## src/rtl/ps2_tx.sv

```systemverilog
// ps2_tx: host-to-device PS/2 transmitter.
// Sends one command byte to an attached keyboard. It pulls the clock line low
// (inhibit), asserts the start bit (request-to-send), and shifts out data,
// parity and stop on the clock edges the device generates. It then checks the
// device ACK.
// Optional build macro: PS2_TX_AUTO_RETRY_EN. When defined, a NACK or timeout
// re-sends the frame up to two more times before tx_err is reported.
//
// Handshake: a byte is accepted on a rising clk edge where tx_valid && tx_ready.
// tx_ready is high only in IDLE and drops the cycle after acceptance.
// tx_valid seen while busy is ignored, not queued.
// Every accepted byte ends in exactly one tx_done or tx_err pulse, unless
// reset intervenes.
module ps2_tx #(
  parameter int INHIBIT_CYCLES = 5000,
  parameter int TIMEOUT_CYCLES = 750000
) (
  input  logic       clk,
  input  logic       rst,
  input  logic       ps2_clk,
  input  logic       ps2_data,
  output logic       ps2_clk_drv,
  output logic       ps2_data_drv,
  input  logic       tx_valid,
  input  logic [7:0] tx_data,
  output logic       tx_ready,
  output logic       busy,
  output logic       tx_done,
  output logic       tx_err,
  output logic [2:0] state
);

  localparam int INH_W = (INHIBIT_CYCLES > 1) ? $clog2(INHIBIT_CYCLES) : 1;
  localparam int TMO_W = (TIMEOUT_CYCLES > 1) ? $clog2(TIMEOUT_CYCLES) : 1;
  localparam logic [INH_W-1:0] INH_LAST = INH_W'(INHIBIT_CYCLES - 1);
  localparam logic [TMO_W-1:0] TMO_LAST = TMO_W'(TIMEOUT_CYCLES - 1);

  typedef enum logic [2:0] {
    S_IDLE      = 3'd0,
    S_INHIBIT   = 3'd1,
    S_RTS       = 3'd2,
    S_SEND      = 3'd3,
    S_WAIT_ACK  = 3'd4,
    S_WAIT_IDLE = 3'd5,
    S_DONE      = 3'd6,
    S_ERR       = 3'd7
  } state_t;

  state_t           st;
  logic             clk_meta;
  logic [1:0]       clk_pair;   // {prev, cur}
  logic             data_meta;
  logic             data_cur;
  logic [9:0]       frame;      // {stop, parity, data}, shifted out LSB first
  logic [3:0]       idx;
  logic [INH_W-1:0] inh_cnt;
  logic [TMO_W-1:0] tmo_cnt;

  logic clk_fall;
  logic timed;
  logic tmo_hit;
  logic nack;
  logic fail;
  logic accept;
  logic can_retry;

  assign clk_fall = (clk_pair == 2'b10);
  assign timed    = (st == S_SEND) || (st == S_WAIT_ACK) || (st == S_WAIT_IDLE);
  assign tmo_hit  = timed && (tmo_cnt == TMO_LAST);
  assign nack     = (st == S_WAIT_ACK) && clk_fall && data_cur;
  assign fail     = tmo_hit || nack;
  assign accept   = (st == S_IDLE) && tx_valid && tx_ready;
  assign busy     = ~tx_ready;
  assign state    = st;

`ifdef PS2_TX_AUTO_RETRY_EN
  logic [1:0] retry_cnt;

  // Count failed attempts of the current byte; a fresh byte starts from zero
  always_ff @(posedge clk or negedge rst) begin
    if (!rst) begin
      retry_cnt <= 2'd0;
    end else if (accept) begin
      retry_cnt <= 2'd0;
    end else if (fail && can_retry) begin
      retry_cnt <= retry_cnt + 2'd1;
    end
  end

  assign can_retry = (retry_cnt != 2'd2);
`else
  assign can_retry = 1'b0;
`endif

  // Synchronise both open-drain lines; idle lines read high, so reset to 1
  // so that no edge appears right after reset
  always_ff @(posedge clk or negedge rst) begin
    if (!rst) begin
      clk_meta  <= 1'b1;
      clk_pair  <= 2'b11;
      data_meta <= 1'b1;
      data_cur  <= 1'b1;
    end else begin
      clk_meta  <= ps2_clk;
      clk_pair  <= {clk_pair[0], clk_meta};
      data_meta <= ps2_data;
      data_cur  <= data_meta;
    end
  end

  // Transmit sequencer with registered line drives and status pulses
  always_ff @(posedge clk or negedge rst) begin
    if (!rst) begin
      st           <= S_IDLE;
      ps2_clk_drv  <= 1'b0;
      ps2_data_drv <= 1'b0;
      tx_ready     <= 1'b1;
      tx_done      <= 1'b0;
      tx_err       <= 1'b0;
      frame        <= '0;
      idx          <= '0;
      inh_cnt      <= '0;
      tmo_cnt      <= '0;
    end else begin
      tx_done <= 1'b0;
      tx_err  <= 1'b0;
      // The timeout counter stops at its terminal value; it never wraps
      if (timed && !tmo_hit) tmo_cnt <= tmo_cnt + TMO_W'(1);

      if (fail) begin
        ps2_data_drv <= 1'b0;
        if (can_retry) begin
          st          <= S_INHIBIT;
          ps2_clk_drv <= 1'b1;
          inh_cnt     <= '0;
          idx         <= '0;
        end else begin
          st          <= S_ERR;
          ps2_clk_drv <= 1'b0;
          tx_err      <= 1'b1;
        end
      end else begin
        case (st)
          S_IDLE: begin
            ps2_clk_drv  <= 1'b0;
            ps2_data_drv <= 1'b0;
            tx_ready     <= 1'b1;
            if (accept) begin
              frame       <= {1'b1, ~^tx_data, tx_data};
              idx         <= '0;
              inh_cnt     <= '0;
              tmo_cnt     <= '0;
              tx_ready    <= 1'b0;
              ps2_clk_drv <= 1'b1;
              st          <= S_INHIBIT;
            end
          end
          S_INHIBIT: begin
            if (inh_cnt == INH_LAST) begin
              ps2_data_drv <= 1'b1;   // start bit
              st           <= S_RTS;
            end else begin
              inh_cnt <= inh_cnt + INH_W'(1);
            end
          end
          S_RTS: begin
            ps2_clk_drv <= 1'b0;      // hand the clock to the device
            tmo_cnt     <= '0;
            idx         <= '0;
            st          <= S_SEND;
          end
          S_SEND: begin
            if (clk_fall) begin
              ps2_data_drv <= ~frame[idx];
              idx          <= idx + 4'd1;
              if (idx == 4'd9) st <= S_WAIT_ACK;
            end
          end
          S_WAIT_ACK: begin
            // A high data line on this edge is a NACK and is handled as fail
            if (clk_fall) st <= S_WAIT_IDLE;
          end
          S_WAIT_IDLE: begin
            if (clk_pair[0] && data_cur) begin
              tx_done <= 1'b1;
              st      <= S_DONE;
            end
          end
          S_DONE: begin
            tx_ready <= 1'b1;
            st       <= S_IDLE;
          end
          S_ERR: begin
            tx_ready <= 1'b1;
            st       <= S_IDLE;
          end
          default: st <= S_IDLE;
        endcase
      end
    end
  end

endmodule

```

## config.mk

```make
export PLATFORM = sky130hd
export DESIGN_NAME = ps2_tx
export DESIGN_NICKNAME = d
export VERILOG_FILES = /design/src/rtl/ps2_tx.sv
export SDC_FILE = /design/constraint.sdc
export NUM_CORES = 1
export LEC_CHECK = 0
export ABC_AREA = 1
export BUFFER_PORTS_ARGS = -buffer_cell sky130_fd_sc_hd__buf_2
export CORE_UTILIZATION = 65
export CTS_CLUSTER_SIZE = 24
export DETAILED_ROUTE_END_ITERATION = 10
export PLACE_DENSITY = 0.84
export SLEW_MARGIN = 30
export SYNTH_ARGS = -nofsm -noshare
export SYNTH_HDL_FRONTEND = slang
export SYNTH_SLANG_ARGS = --single-unit
export TNS_END_PERCENT = 5
```

## constraint.sdc

```tcl
create_clock -name clk -period 3.41 [get_ports clk]
set_input_delay 1.023 -clock clk [delete_from_list [all_inputs] [get_ports clk]]
set_output_delay 1.023 -clock clk [all_outputs]
set_load 0.05 [all_outputs]
```

==> results of run 1 <==
[worst min path at each step]
stage                          from  cells after the start     endpoint
after floorplan            clk_meta                      0  clk_pair[0]
after global placement     clk_meta                      0  clk_pair[0]
after detailed placement   clk_meta                      0  clk_pair[0]
after CTS                  clk_meta                      0  clk_pair[0]
after global routing      data_meta                      0     data_cur
final                      clk_meta                      0  clk_pair[0]
[cell type report]
cell class,count,share of cell area [%]
Clock inverter,6,1.191
Inverter,61,5.737
Sequential cell,60,37.81
Tap cell,70,2.194
Multi-Input combinational cell,387,46.30
Timing Repair Buffer,23,3.323
Clock buffer,10,3.448
[state kept, by name (all words and copies together) (netlist names), 2 cells and up]
name and cells:
clk_pair 2, inh_cnt 13, idx 4, frame 10
state 3, tmo_cnt 20
[placed cells by master, fill, tap and decap left out, drive strengths merged]
cell type,instances
a21boi,2
a21oi,10
a31oi,1
buf,23
clkbuf,10
clkinvlp,4
dfrtp,54
dfstp,6
ha,4
inv,63
nand2,182
nand3,52
nand3b,2
nand4,9
nor2,66
nor3,5
nor4,1
o211ai,1
o21ai,22
o21bai,3
o221ai,1
o311ai,1
or2,1
xnor2,10
xor2,14
[power by group]
group          total (mW)  leakage (nW)  internal [mW]  switching (mW)
combinational        1.33          1.16          0.391           0.942
sequential           1.15         0.769          0.914           0.236
clock               0.598        0.0815          0.287           0.310
[worst max-delay path: cells and delay by family, from the launching register on]
kind          cells  cell delay (ns)
fa+ha+maj         1             0.32
buf+inv           1             0.23
flops             1             0.44
simple gates      8             1.29
[through the flow]
step / instance area, sq um / setup slack [ns] / util [%] / instances / power [mW]
floorplan: 3652 / 1.414 / - / 519 / 2.197
global placement: 3801 / 1.112 / 72.13 / 601 / 2.406
detailed placement: 3801 / 1.045 / 72.13 / 601 / 2.463
CTS: 3986 / 1.018 / 75.64 / 617 / 3.076
global route: 3991 / 0.8114 / 75.74 / 617 / 3.327
finish: 3991 / 1.020 / 75.74 / 617 / 3.082
[logic make-up after synthesis]
| group | Yosys count |
|---|---|
| simple gates | 318 |
| buf+inv | 72 |
| flops | 60 |
| compound gates | 41 |
| xor+xnor | 24 |
| fa+ha+maj | 4 |
[routing by layer]
metal,track usage (%),up-vias,share of wire [%]
met3,7.500,18,4.7
li1,-,1677,-
met1,36.05,1539,44
met5,0,-,0
met2,51.43,104,49
met4,12.69,0,2.0
==> parameters.txt, run 1 <==
Parameter                              Value

Run status
  Outcome ... completed

Worst setup path
  Worst setup path endpoint ... tmo_cnt[9]
  Critical path launch point type ... flip-flop
  R2R Setup Slk ... 1.02 ns
  Reg-to-reg critical path endpoint ... tmo_cnt[9]
  Critical Path RT ... approximately 3.6 ns
  Crit Path Category ... reg2reg
  Slowest cell on crit path ... sky130_fd_sc_hd__dfrtp_1
  Data arrival at the endpoint of the critical path ... about 2.6 ns
  CP cell instances ... ha_1 -> nand3_1 -> nor2_1 -> nand3_1 -> nand2_2 -> inv_2 -> nand2_1 -> nand2_1 -> nand3_1 -> nand2_1
  Crit Reg-Reg Startpoint ... tmo_cnt[0]
  Worst reg2reg path depth ... 10
  Worst setup path startpoint ... tmo_cnt[0]
  Max FO, Critical Path ... 23
  Largest stage delay on the critical path ... 0.44 ns
  Crit end category ... flip-flop

Cells and area
  Area occupied by multi-input gates ... 1848 sq um
  Count of nets after finishing ... 559
  Sequential cell area ... roughly 1500 sq um
  Synthesis-to-finish area growth ... 9.284%
  Number of antenna repair diodes ... 0
  Filler cells ... 433
  Share of layout cells above drive strength 1 ... a little under an eighth

Clock tree
  Post-CTS setup repair buffer count ... 0
  Hold buffer count at cts ... 0
  Number of instances resized during post-cts repair ... 0
  Total clock buffers created by CTS ... 9
  Clk_lat worst skew ... roughly 0.35 ns
  Maximum number of buffers from clock root to sink ... 2
  Sink Count ... 60
  Master cell of the clock root buffer ... sky130_fd_sc_hd__clkbuf_8
  CTS tree ... done
  Clk slew on worst S/H paths ... around 0.070 ns
  Depth of the CTS H-tree ... 3

Floorplanning
  Number of rows created at floorplan ... 26
  Initial Util ... ~69%
  Die boundary width ... 76.96 um
  Area enclosed by the die boundary ... 5923 sq um
  Top-level port count ... 22
  Core Box Area ... between 5000 and 6000 sq um
  Die outline height ... 76.96 um

Route
  Via count normalized by instance count ... 5.410
  Post-Route WL ... 7938 um
  Vias ... 3338
  Initial drt markers ... between 200 and 250
  Detailed Routing Iterations Pass 1 ... 5
  Average wire length per cell after detail routing ... about 13 um
  Number of nets with antenna violations after routing ... 0
  DRC errors left ... 0

Timing
  Part of the cycle the worst path needs ... 70.10%
  Slew at the pin closest to its max-slew limit ... between 0.6 and 0.7 ns
  Worst Clk Skew ... 0.008141 ns
  Final setup TNS ... 0 ns
  Worst slew margin ... 55.84%
  Number of hold violations in the final report ... 0
  Tightest hold margin ... 0.3593 ns
  Final setup violating endpoints ... 0
  Fin crit period ... 2.390 ns
  Max Fclk ... ~0.42 GHz
  Unrepaired setup endpoints after global routing ... false
  Final Max Tran Viols ... 0

Logic synthesis
  Area share of xor/xnor cells in the synthesized design ... 5.755%
  Gate count after technology mapping ... ~520
  Number of distinct library cells after synthesis ... 35
  Cell types with the highest counts after synthesis ... sky130_fd_sc_hd__nand2_1 (178), sky130_fd_sc_hd__nor2_1 (64), sky130_fd_sc_hd__dfrtp_1 (54), sky130_fd_sc_hd__inv_1 (52), sky130_fd_sc_hd__nand3_1 (51)
  Number of synthesis warnings ... 0
  Area share of and/or/nand/nor cells after synthesis ... 36.96%
  Fraction of synthesized area in multiplexers ... 0%
  Per-instance average area after synthesis ... roughly 7.0 sq um
  Most used flip-flop cell after synthesis ... sky130_fd_sc_hd__dfrtp_1
  Synth Area in Compound Gates ... between 6 and 7%
  Dominant cell by count in the synthesized netlist ... sky130_fd_sc_hd__nand2_1
  FFs w/ async S/R, synth ... 100.0%
  Post-synthesis sequential area ratio ... 41.32%
  Post-synthesis share of cell area spent on full adders, half adders and majority gates ... 1.370%
  Mapped Nets ... 536
  Post-Synthesis Cell Area ... between 3000 and 4000 sq um
  Top post-synthesis cells by area ... sky130_fd_sc_hd__dfrtp_1 (37%), sky130_fd_sc_hd__nand2_1 (18%), sky130_fd_sc_hd__nand3_1 (7.0%)
  Largest area contributor in the netlist ... sky130_fd_sc_hd__dfrtp_1
  Largest family of logic cells by synthesized area ... simple AND/OR/NAND/NOR gates
  Number of register bits inferred by synthesis ... 60
  Number of flops mapped to enable cells by yosys ... 0
  Fraction of synthesized cell area taken by the top area cell type ... a little under two fifths

Place
  Placed wire-length estimate ... 5702 um
  Routability Congestion ... 0.9201
  Number of buffers inserted by port buffering ... 21

Power
  Static Leakage ... 2.015 nW
  Worst vdd ir ... 0.6388 mV
  Cell area power density ... 772.1 nW/um^2

Global routing
  Largest net degree at the start of global routing ... 33
  Sum of overflow across all layers after global routing ... 0
  Global-route wire length before repair ... 14150 um
  All-layer global routing usage ... a little under a third
  Via count of the first global-routing pass ... ~3400
  Antenna violations before repair ... 0

Flow run
  Max-cap violations ... 0

Worst hold path
  Path type of the worst min-delay path ... reg2reg
Power figures use the tool's default switching activity.
==> inputs of run 2 (changes only) <==
--- a/config.mk
+++ b/config.mk
@@ -7,10 +7,10 @@
 export LEC_CHECK = 0
 export ABC_AREA = 1
 export BUFFER_PORTS_ARGS = -buffer_cell sky130_fd_sc_hd__buf_2
-export CORE_UTILIZATION = 65
+export CORE_UTILIZATION = 55
 export CTS_CLUSTER_SIZE = 24
 export DETAILED_ROUTE_END_ITERATION = 10
-export PLACE_DENSITY = 0.84
+export PLACE_DENSITY = 0.76
 export SLEW_MARGIN = 30
 export SYNTH_ARGS = -nofsm -noshare
 export SYNTH_HDL_FRONTEND = slang
==> constraint.sdc (replaced) <==
create_clock -name clk -period 2.1 [get_ports clk]
set_input_delay 0.63 -clock clk [delete_from_list [all_inputs] [get_ports clk]]
set_output_delay 0.63 -clock clk [all_outputs]
set_load 0.05 [all_outputs]
==> parameters.txt, run 2 (synthesized netlist as in run 1, its figures left out) <==
Parameter                              Value

Worst setup path
  Crit end category ... flip-flop
  Critical path launch point type ... flip-flop
  Crit Path Category ... reg2reg
  Max FO, Critical Path ... 22 (-4.3%)
  Critical Path RT ... 2.34 ns (-1.30 ns)
  Data arrival at the endpoint of the critical path ... 2.16 ns (-0.46 ns)

Run status
  Outcome ... completed

Clock tree
  Hold buffer count at cts ... 0 (unchanged)
  Post-CTS setup repair buffer count ... 0 (unchanged)
  CTS tree ... done
  Depth of the CTS H-tree ... 3 (unchanged)
  Clk_lat worst skew ... 0.34 ns (about the same)
  Maximum number of buffers from clock root to sink ... 2 (unchanged)
  Master cell of the clock root buffer ... sky130_fd_sc_hd__clkbuf_8
  Total clock buffers created by CTS ... 9 (unchanged)
  Sink Count ... 60 (unchanged)
  Clk slew on worst S/H paths ... 0.08 ns (about the same)

Worst hold path
  Path type of the worst min-delay path ... in2async

Route
  DRC errors left ... 0 (unchanged)
  Post-Route WL ... 7840 um (-1.2%)
  Average wire length per cell after detail routing ... 12.52 um (-2.7%)
  Initial drt markers ... 270 (+12%)
  Vias ... 3226 (-3.4%)
  Detailed Routing Iterations Pass 1 ... 5 (unchanged)
  Via count normalized by instance count ... 5.153 (-4.7%)
  Number of nets with antenna violations after routing ... 0 (unchanged)

Power
  Switching power ... 2.384 mW (+60%)
  Clock group share of total power ... 20.8% (+1.4 points)
  Cell area power density ... 1269 nW/um^2 (+64%)
  Cell-internal power ... 2.752 mW (+73%)
  Net Sw Frac ... 46.42% (-1.9 points)
  Sequential fraction of design power ... 36.3% (-1.0 points)
  Worst vdd ir ... 1.120 mV (+75%)
  Static Leakage ... 2.049 nW (+1.7%)
  Combinational fraction of design power ... 43.0% (-0.3 points)

Global routing
  Antenna violations before repair ... 0 (unchanged)
  All-layer global routing usage ... 24.23% (-5.9 points)
  Sum of overflow across all layers after global routing ... 0 (unchanged)
  Top Usage Layer GRT ... met2
  Via count of the first global-routing pass ... 3018 (-10%)
  Global-route wire length before repair ... 13650 um (-3.6%)
  Met1 track demand over resource ... 32.18% (-3.9 points)
  Routing usage on met2 ... 39.72% (-12 points)
  Largest net degree at the start of global routing ... 61 (+85%)
  Met3 usage ... 4.649% (-2.9 points)

Timing
  Min setup slack post-route ... 0.1851 ns (-0.8346 ns)
  Final setup violating endpoints ... 0 (unchanged)
  Tightest hold margin ... 0.2687 ns (-0.09064 ns)
  Max Fclk ... 0.5222 GHz (+25%)
  Slew at the pin closest to its max-slew limit ... 0.3606 ns (-0.3018 ns)
  Unrepaired setup endpoints after global routing ... false
  Worst slew margin ... 75.94% (+20 points)
  Final setup TNS ... 0 ns (unchanged)
  Part of the cycle the worst path needs ... 91.18% (+21 points)
  Final Max Tran Viols ... 0 (unchanged)
  Fin crit period ... 1.915 ns (-0.4754 ns)
  Number of hold violations in the final report ... 0 (unchanged)
  Worst Clk Skew ... 0.01094 ns (+0.002798 ns)

Cells and area
  Synthesis-to-finish area growth ... 10.79%
  Area of all placed cells without fillers ... 4046 sq um (+1.4%)
  Number of antenna repair diodes ... 0 (unchanged)
  Most frequent standard cell in the layout excluding fill and tap cells ... sky130_fd_sc_hd__nand2_1
  Flip-flop count of the largest register, all copies and words added ... 20 (unchanged)
  Share of layout cells above drive strength 1 ... 12.75% (+0.87 points)
  Count of nets after finishing ... 561 (+0.36%)
  Register name with the most flops ... tmo_cnt
  Top library cells by usage in the layout, fill and taps aside ... sky130_fd_sc_hd__nand2_1 (177), sky130_fd_sc_hd__nor2_1 (63), sky130_fd_sc_hd__dfrtp_1 (53), sky130_fd_sc_hd__inv_1 (52), sky130_fd_sc_hd__nand3_1 (51)
  Non-Filler Instances ... 626 (+1.5%)
  Top Registers ... tmo_cnt x20, inh_cnt x13, frame x10

Place
  Placed wire-length estimate ... 5608 um (-1.6%)
  Routability Congestion ... 0.9340 (+1.5%)
  Placed cell count ... 610 (+1.5%)
  Placed Area ... 3837 sq um (+0.95%)
  Number of buffers inserted by port buffering ... 21 (unchanged)
  Worst slack, placed ... 0.01094 ns (-1.034 ns)

Flow run
  Max-cap violations ... 0 (unchanged)

Floorplanning
  Die outline height ... 83.49 um (+8.5%)
  Number of rows created at floorplan ... 29 (+12%)
  Die boundary width ... 83.49 um (+8.5%)
  Top-level port count ... 22 (unchanged)
  Area enclosed by the die boundary ... 6971 sq um (+18%)
  Initial Util ... 57.19% (-12 points)
  Core Box Area ... 6386 sq um (+21%)
[run 2: cell types whose count changed in the layout (fill, tap and decap cells not counted), sizes merged]
cell / previous run / this run
inv: 63 / 62
clkinvlp: 4 / 0
bufinv: 0 / 1
clkinv: 0 / 4
buf: 23 / 25
[run 2: worst paths after layout]
path,start,endpoint,slack [ns],cells after the start
max reg2reg,tmo_cnt[0],tmo_cnt[8],0.19,10
min reg2reg,data_meta,data_cur,0.36,0
max,tmo_cnt[0],tmo_cnt[8],0.19,10
max in group asynchronous,rst,clk_meta,1.50,2
min,rst,tmo_cnt[5],0.27,2
min in group clk,data_meta,data_cur,0.36,0
[run 2: final cells by class]
cell class | instances | area [sq um]
fill | 589 | 2340
multi-input combinational | 387 | 1851
sequential | 60 | 1510
inverter | 61 | 229.0
timing repair buffer | 25 | 160.2
clock buffer | 10 | 137.6
tap | 77 | 96.34
clock inverter | 6 | 62.56
[run 2: timing repair]
action	4_1_cts	5_1_grt
gates cloned	0	0
endpoints found under the hold margin	0	0
gates resized for setup	1	3
endpoints found under the setup margin	2	24
[run 2: power by group through the flow]
stage | Sequential [mW] | Combinational (mW) | Clock [mW]
final | 1.86 | 2.21 | 1.07
after global routing | 1.90 | 2.49 | 1.15
after CTS | 1.85 | 2.21 | 1.08
after detailed placement | 1.87 | 2.19 | 0
after global placement | 1.85 | 2.14 | 0
after floorplan | 1.94 | 1.62 | 0
[run 2: metal layers]
| metal | vias to the layer above | wire, um |
|---|---|---|
| li1 | 1679 | - |
| met1 | 1475 | 3788 |
| met2 | 59 | 3680 |
| met3 | 13 | 259 |
| met4 | 0 | 112 |
| met5 | - | 0 |
[run 2: critical path: stages (launching register included)]
cell and delay [ns]:
sky130_fd_sc_hd__dfrtp_2 0.44, sky130_fd_sc_hd__ha_2 0.23, sky130_fd_sc_hd__nand3_1 0.18, sky130_fd_sc_hd__nor2_2 0.08, sky130_fd_sc_hd__nand3_1 0.14, sky130_fd_sc_hd__nand2_2 0.10, sky130_fd_sc_hd__buf_12 0.16, sky130_fd_sc_hd__nor2_1 0.21
sky130_fd_sc_hd__nand3_1 0.12, sky130_fd_sc_hd__nand3_1 0.11, sky130_fd_sc_hd__inv_1 0.04
[run 2: through the flow]
step	utilization, %	total power, mW
after floorplan	-	3.567
after global placement	60.09	3.997
after detailed placement	60.09	4.062
after CTS	63.26	5.141
after global routing	63.36	5.541
final	63.36	5.136
==> inputs of run 3 (changes only) <==
--- a/config.mk
+++ b/config.mk
@@ -5,12 +5,11 @@
 export SDC_FILE = /design/constraint.sdc
 export NUM_CORES = 1
 export LEC_CHECK = 0
-export ABC_AREA = 1
 export BUFFER_PORTS_ARGS = -buffer_cell sky130_fd_sc_hd__buf_2
-export CORE_UTILIZATION = 55
+export CORE_UTILIZATION = 54
 export CTS_CLUSTER_SIZE = 24
 export DETAILED_ROUTE_END_ITERATION = 10
-export PLACE_DENSITY = 0.76
+export PLACE_DENSITY = 0.75
 export SLEW_MARGIN = 30
 export SYNTH_ARGS = -nofsm -noshare
 export SYNTH_HDL_FRONTEND = slang
==> parameters.txt, run 3 <==
Parameter                              Value

Run status
  Outcome ... completed

Cells and area
  Number of antenna repair diodes ... 0 (unchanged)
  Synthesis-to-finish area growth ... 14.98%
  Count of nets after finishing ... 383 (-32%)
  Most frequent standard cell in the layout excluding fill and tap cells ... sky130_fd_sc_hd__dfrtp_1
  Filler cells ... 446 (-24%)
  Share of layout cells above drive strength 1 ... 21.02% (+8.3 points)
  Top library cells by usage in the layout, fill and taps aside ... sky130_fd_sc_hd__dfrtp_1 (54), sky130_fd_sc_hd__nand2_1 (45), sky130_fd_sc_hd__nor2_1 (34), sky130_fd_sc_hd__xnor2_1 (22), sky130_fd_sc_hd__buf_2 (21)
  Flip-flop count of the largest register, all copies and words added ... 20 (unchanged)
  Top Registers ... tmo_cnt x20, inh_cnt x13, frame x10
  Area of all placed cells without fillers ... 3706 sq um (-8.4%)
  Register name with the most flops ... tmo_cnt

Power
  Combinational fraction of design power ... 37.7% (-5.3 points)
  Cell-internal power ... 2.680 mW (-2.6%)
  Static Leakage ... 1.619 nW (-21%)
  Clock group share of total power ... 26.2% (+5.4 points)
  Sequential fraction of design power ... 36.1% (-0.2 points)
  Switching power ... 1.689 mW (-29%)
  Cell area power density ... 1179 nW/um^2 (-7.1%)
  Post-layout total power ... 4.369 mW (-15%)
  Net Sw Frac ... 38.66% (-7.8 points)
  Worst vdd ir ... 0.5780 mV (-48%)

Route
  Vias ... 2527 (-22%)
  Via count normalized by instance count ... 5.704 (+11%)
  DRC errors left ... 0 (unchanged)
  Detailed Routing Iterations Pass 1 ... 4 (-1)
  Average wire length per cell after detail routing ... 15.05 um (+20%)
  Number of nets with antenna violations after routing ... 0 (unchanged)
  Post-Route WL ... 6666 um (-15%)
  Initial drt markers ... 149 (-45%)

Timing
  Final setup TNS ... 0 ns (unchanged)
  Fin crit period ... 1.947 ns (+0.03179 ns)
  Final setup violating endpoints ... 0 (unchanged)
  Part of the cycle the worst path needs ... 92.70% (+1.5 points)
  Unrepaired setup endpoints after global routing ... false
  Worst Clk Skew ... 0.004986 ns (-0.005953 ns)
  Tightest hold margin ... 0.2525 ns (-0.01620 ns)
  Number of hold violations in the final report ... 0 (unchanged)
  Max Fclk ... 0.5137 GHz (-1.6%)
  Slew at the pin closest to its max-slew limit ... 0.4937 ns (+0.1332 ns)
  Worst slew margin ... 67.08% (-8.9 points)
  Final Max Tran Viols ... 0 (unchanged)

Logic synthesis
  Number of register bits inferred by synthesis ... 60 (unchanged)
  Largest area contributor in the netlist ... sky130_fd_sc_hd__dfrtp_1
  Most used flip-flop cell after synthesis ... sky130_fd_sc_hd__dfrtp_1
  Cell types with the highest counts after synthesis ... sky130_fd_sc_hd__dfrtp_1 (54), sky130_fd_sc_hd__nand2_1 (45), sky130_fd_sc_hd__nor2_1 (34), sky130_fd_sc_hd__xnor2_1 (22), sky130_fd_sc_hd__nand3_1 (16)
  Number of synthesis warnings ... 0 (unchanged)
  Mapped Nets ... 351 (-35%)
  Dominant cell by count in the synthesized netlist ... sky130_fd_sc_hd__dfrtp_1
  Fraction of synthesized cell area taken by the top area cell type ... 41.93% (+4.9 points)
  Top post-synthesis cells by area ... sky130_fd_sc_hd__dfrtp_1 (42%), sky130_fd_sc_hd__xnor2_1 (6.0%), sky130_fd_sc_hd__nand2_1 (5.2%)
  Gate count after technology mapping ... 334 (-36%)
  FFs w/ async S/R, synth ... 100.0% (unchanged)
  Number of flops mapped to enable cells by yosys ... 0 (unchanged)
  Number of distinct library cells after synthesis ... 56 (+60%)
  Post-Synthesis Cell Area ... 3223 sq um (-12%)
  Post-synthesis sequential area ratio ... 46.82% (+5.5 points)
  Per-instance average area after synthesis ... 9.650 sq um (+37%)

Clock tree
  Post-CTS setup repair buffer count ... 0 (unchanged)
  Master cell of the clock root buffer ... sky130_fd_sc_hd__clkbuf_8
  Hold buffer count at cts ... 0 (unchanged)
  Clk slew on worst S/H paths ... 0.07 ns (about the same)
  Number of instances resized during post-cts repair ... 0 (-1)
  Maximum number of buffers from clock root to sink ... 2 (unchanged)
  CTS tree ... done
  Depth of the CTS H-tree ... 3 (unchanged)
  Sink Count ... 60 (unchanged)
  Total clock buffers created by CTS ... 9 (unchanged)
  Clk_lat worst skew ... 0.34 ns (about the same)

Place
  Routability Congestion ... 0.8497 (-9.0%)
  Placed wire-length estimate ... 4728 um (-16%)
  Placed Area ... 3482 sq um (-9.3%)
  Number of buffers inserted by port buffering ... 21 (unchanged)

Floorplanning
  Die outline height ... 79.26 um (-5.1%)
  Initial Util ... 57.13% (-0.060 points)
  Number of rows created at floorplan ... 27 (-6.9%)
  Core Box Area ... 5642 sq um (-12%)
  Die boundary width ... 79.26 um (-5.1%)
  Area enclosed by the die boundary ... 6281 sq um (-9.9%)
  Top-level port count ... 22 (unchanged)

Global routing
  Sum of overflow across all layers after global routing ... 0 (unchanged)
  All-layer global routing usage ... 24.22% (about the same)
  Via count of the first global-routing pass ... 2512 (-17%)
  Largest net degree at the start of global routing ... 24 (-61%)
  Global-route wire length before repair ... 11690 um (-14%)
  Antenna violations before repair ... 0 (unchanged)

Worst setup path
  Critical Path RT ... 2.33 ns (about the same)
  Data arrival at the endpoint of the critical path ... 2.17 ns (about the same)
  Critical path launch point type ... flip-flop
  Crit Path Category ... reg2reg
  R2R Setup Slk ... 0.15 ns (-0.03 ns)
  Crit end category ... flip-flop
  Max FO, Critical Path ... 12 (-45%)

Worst hold path
  Path type of the worst min-delay path ... in2async

Flow run
  Max-cap violations ... 0 (unchanged)
## run 3: changes by cell type in the layout (fill, tap and decap cells not counted), sizes merged, moves of 8 or more
cell and change:
and3 +8, buf +9, nor2 -32, xnor2 +12, nand3 -36, inv -53
or3 +9, nor3 +8, nand2 -137
## run 3: layout make-up
class                      count  area (sq um)  area share (%)
inverter                       9         33.78          0.9115
multi-input combinational    252          1617           43.62
clock inverter                 5         75.07           2.026
timing repair buffer          34         240.2           6.482
clock buffer                  11         141.4           3.815
sequential                    60          1509           40.72
tap                           72         90.09           2.431
## run 3: cells by family (layout without fill, tap and decap cells)
kind of cell	count (synthesis)	count (layout)	share of synthesized area, %
DFF	60	60	46.82
adders and majority gates	4	4	1.553
muxes	6	6	2.756
AOI/OAI and AO/OA	50	50	10.36
xor gates and xnor gates	29	29	7.880
and+or+nand+nor	163	163	27.21
buffers and inverters	22	59	3.416
## run 3: power groups by stage
| stage | logic [mW] | clock network [mW] | registers, mW |
|---|---|---|---|
| after floorplan | 1.03 | 0 | 1.74 |
| after global placement | 1.61 | 0 | 1.58 |
| after detailed placement | 1.64 | 0 | 1.60 |
| after CTS | 1.64 | 1.16 | 1.58 |
| after global routing | 1.81 | 1.21 | 1.62 |
| final | 1.65 | 1.14 | 1.58 |
## run 3: through the flow
stage                     std cells  utilization (%)  setup slack (ns)
after detailed placement        427            61.72            0.1399
final                           443            65.69            0.1533
after CTS                       443            65.56            0.1172
after global placement          427            61.72            0.2045
after floorplan                 334                -          0.008195
after global routing            443            65.69           0.01079
## run 3: worst max-delay path: stages, from the launching register on
cell and delay (ns):
sky130_fd_sc_hd__dfstp_2 0.55, sky130_fd_sc_hd__and2b_2 0.25, sky130_fd_sc_hd__nand4_1 0.17, sky130_fd_sc_hd__o21ai_4 0.15
sky130_fd_sc_hd__nor4_2 0.36, sky130_fd_sc_hd__mux2_2 0.37
## run 3: worst paths after layout
path / startpoint / depth (start not counted) / endpoint
max in group asynchronous: rst / 2 / clk_meta
min in group clk: clk_meta / 0 / clk_pair[0]
hold / removal: rst / 1 / tmo_cnt[7]
setup reg to reg: clk_pair[0] / 5 / idx[0]
setup / recovery: clk_pair[0] / 5 / idx[0]
hold reg to reg: clk_meta / 0 / clk_pair[0]
## run 3: layer usage
metal | wire (um) | up-vias | track usage, % | part of all wire (%)
met5 | 0 | - | 0 | 0
met4 | 89 | 0 | 10.91 | 1.3
met3 | 294 | 12 | 4.598 | 4.4
met2 | 3026 | 52 | 35.95 | 45
met1 | 3255 | 1226 | 34.34 | 49
li1 | - | 1237 | - | -
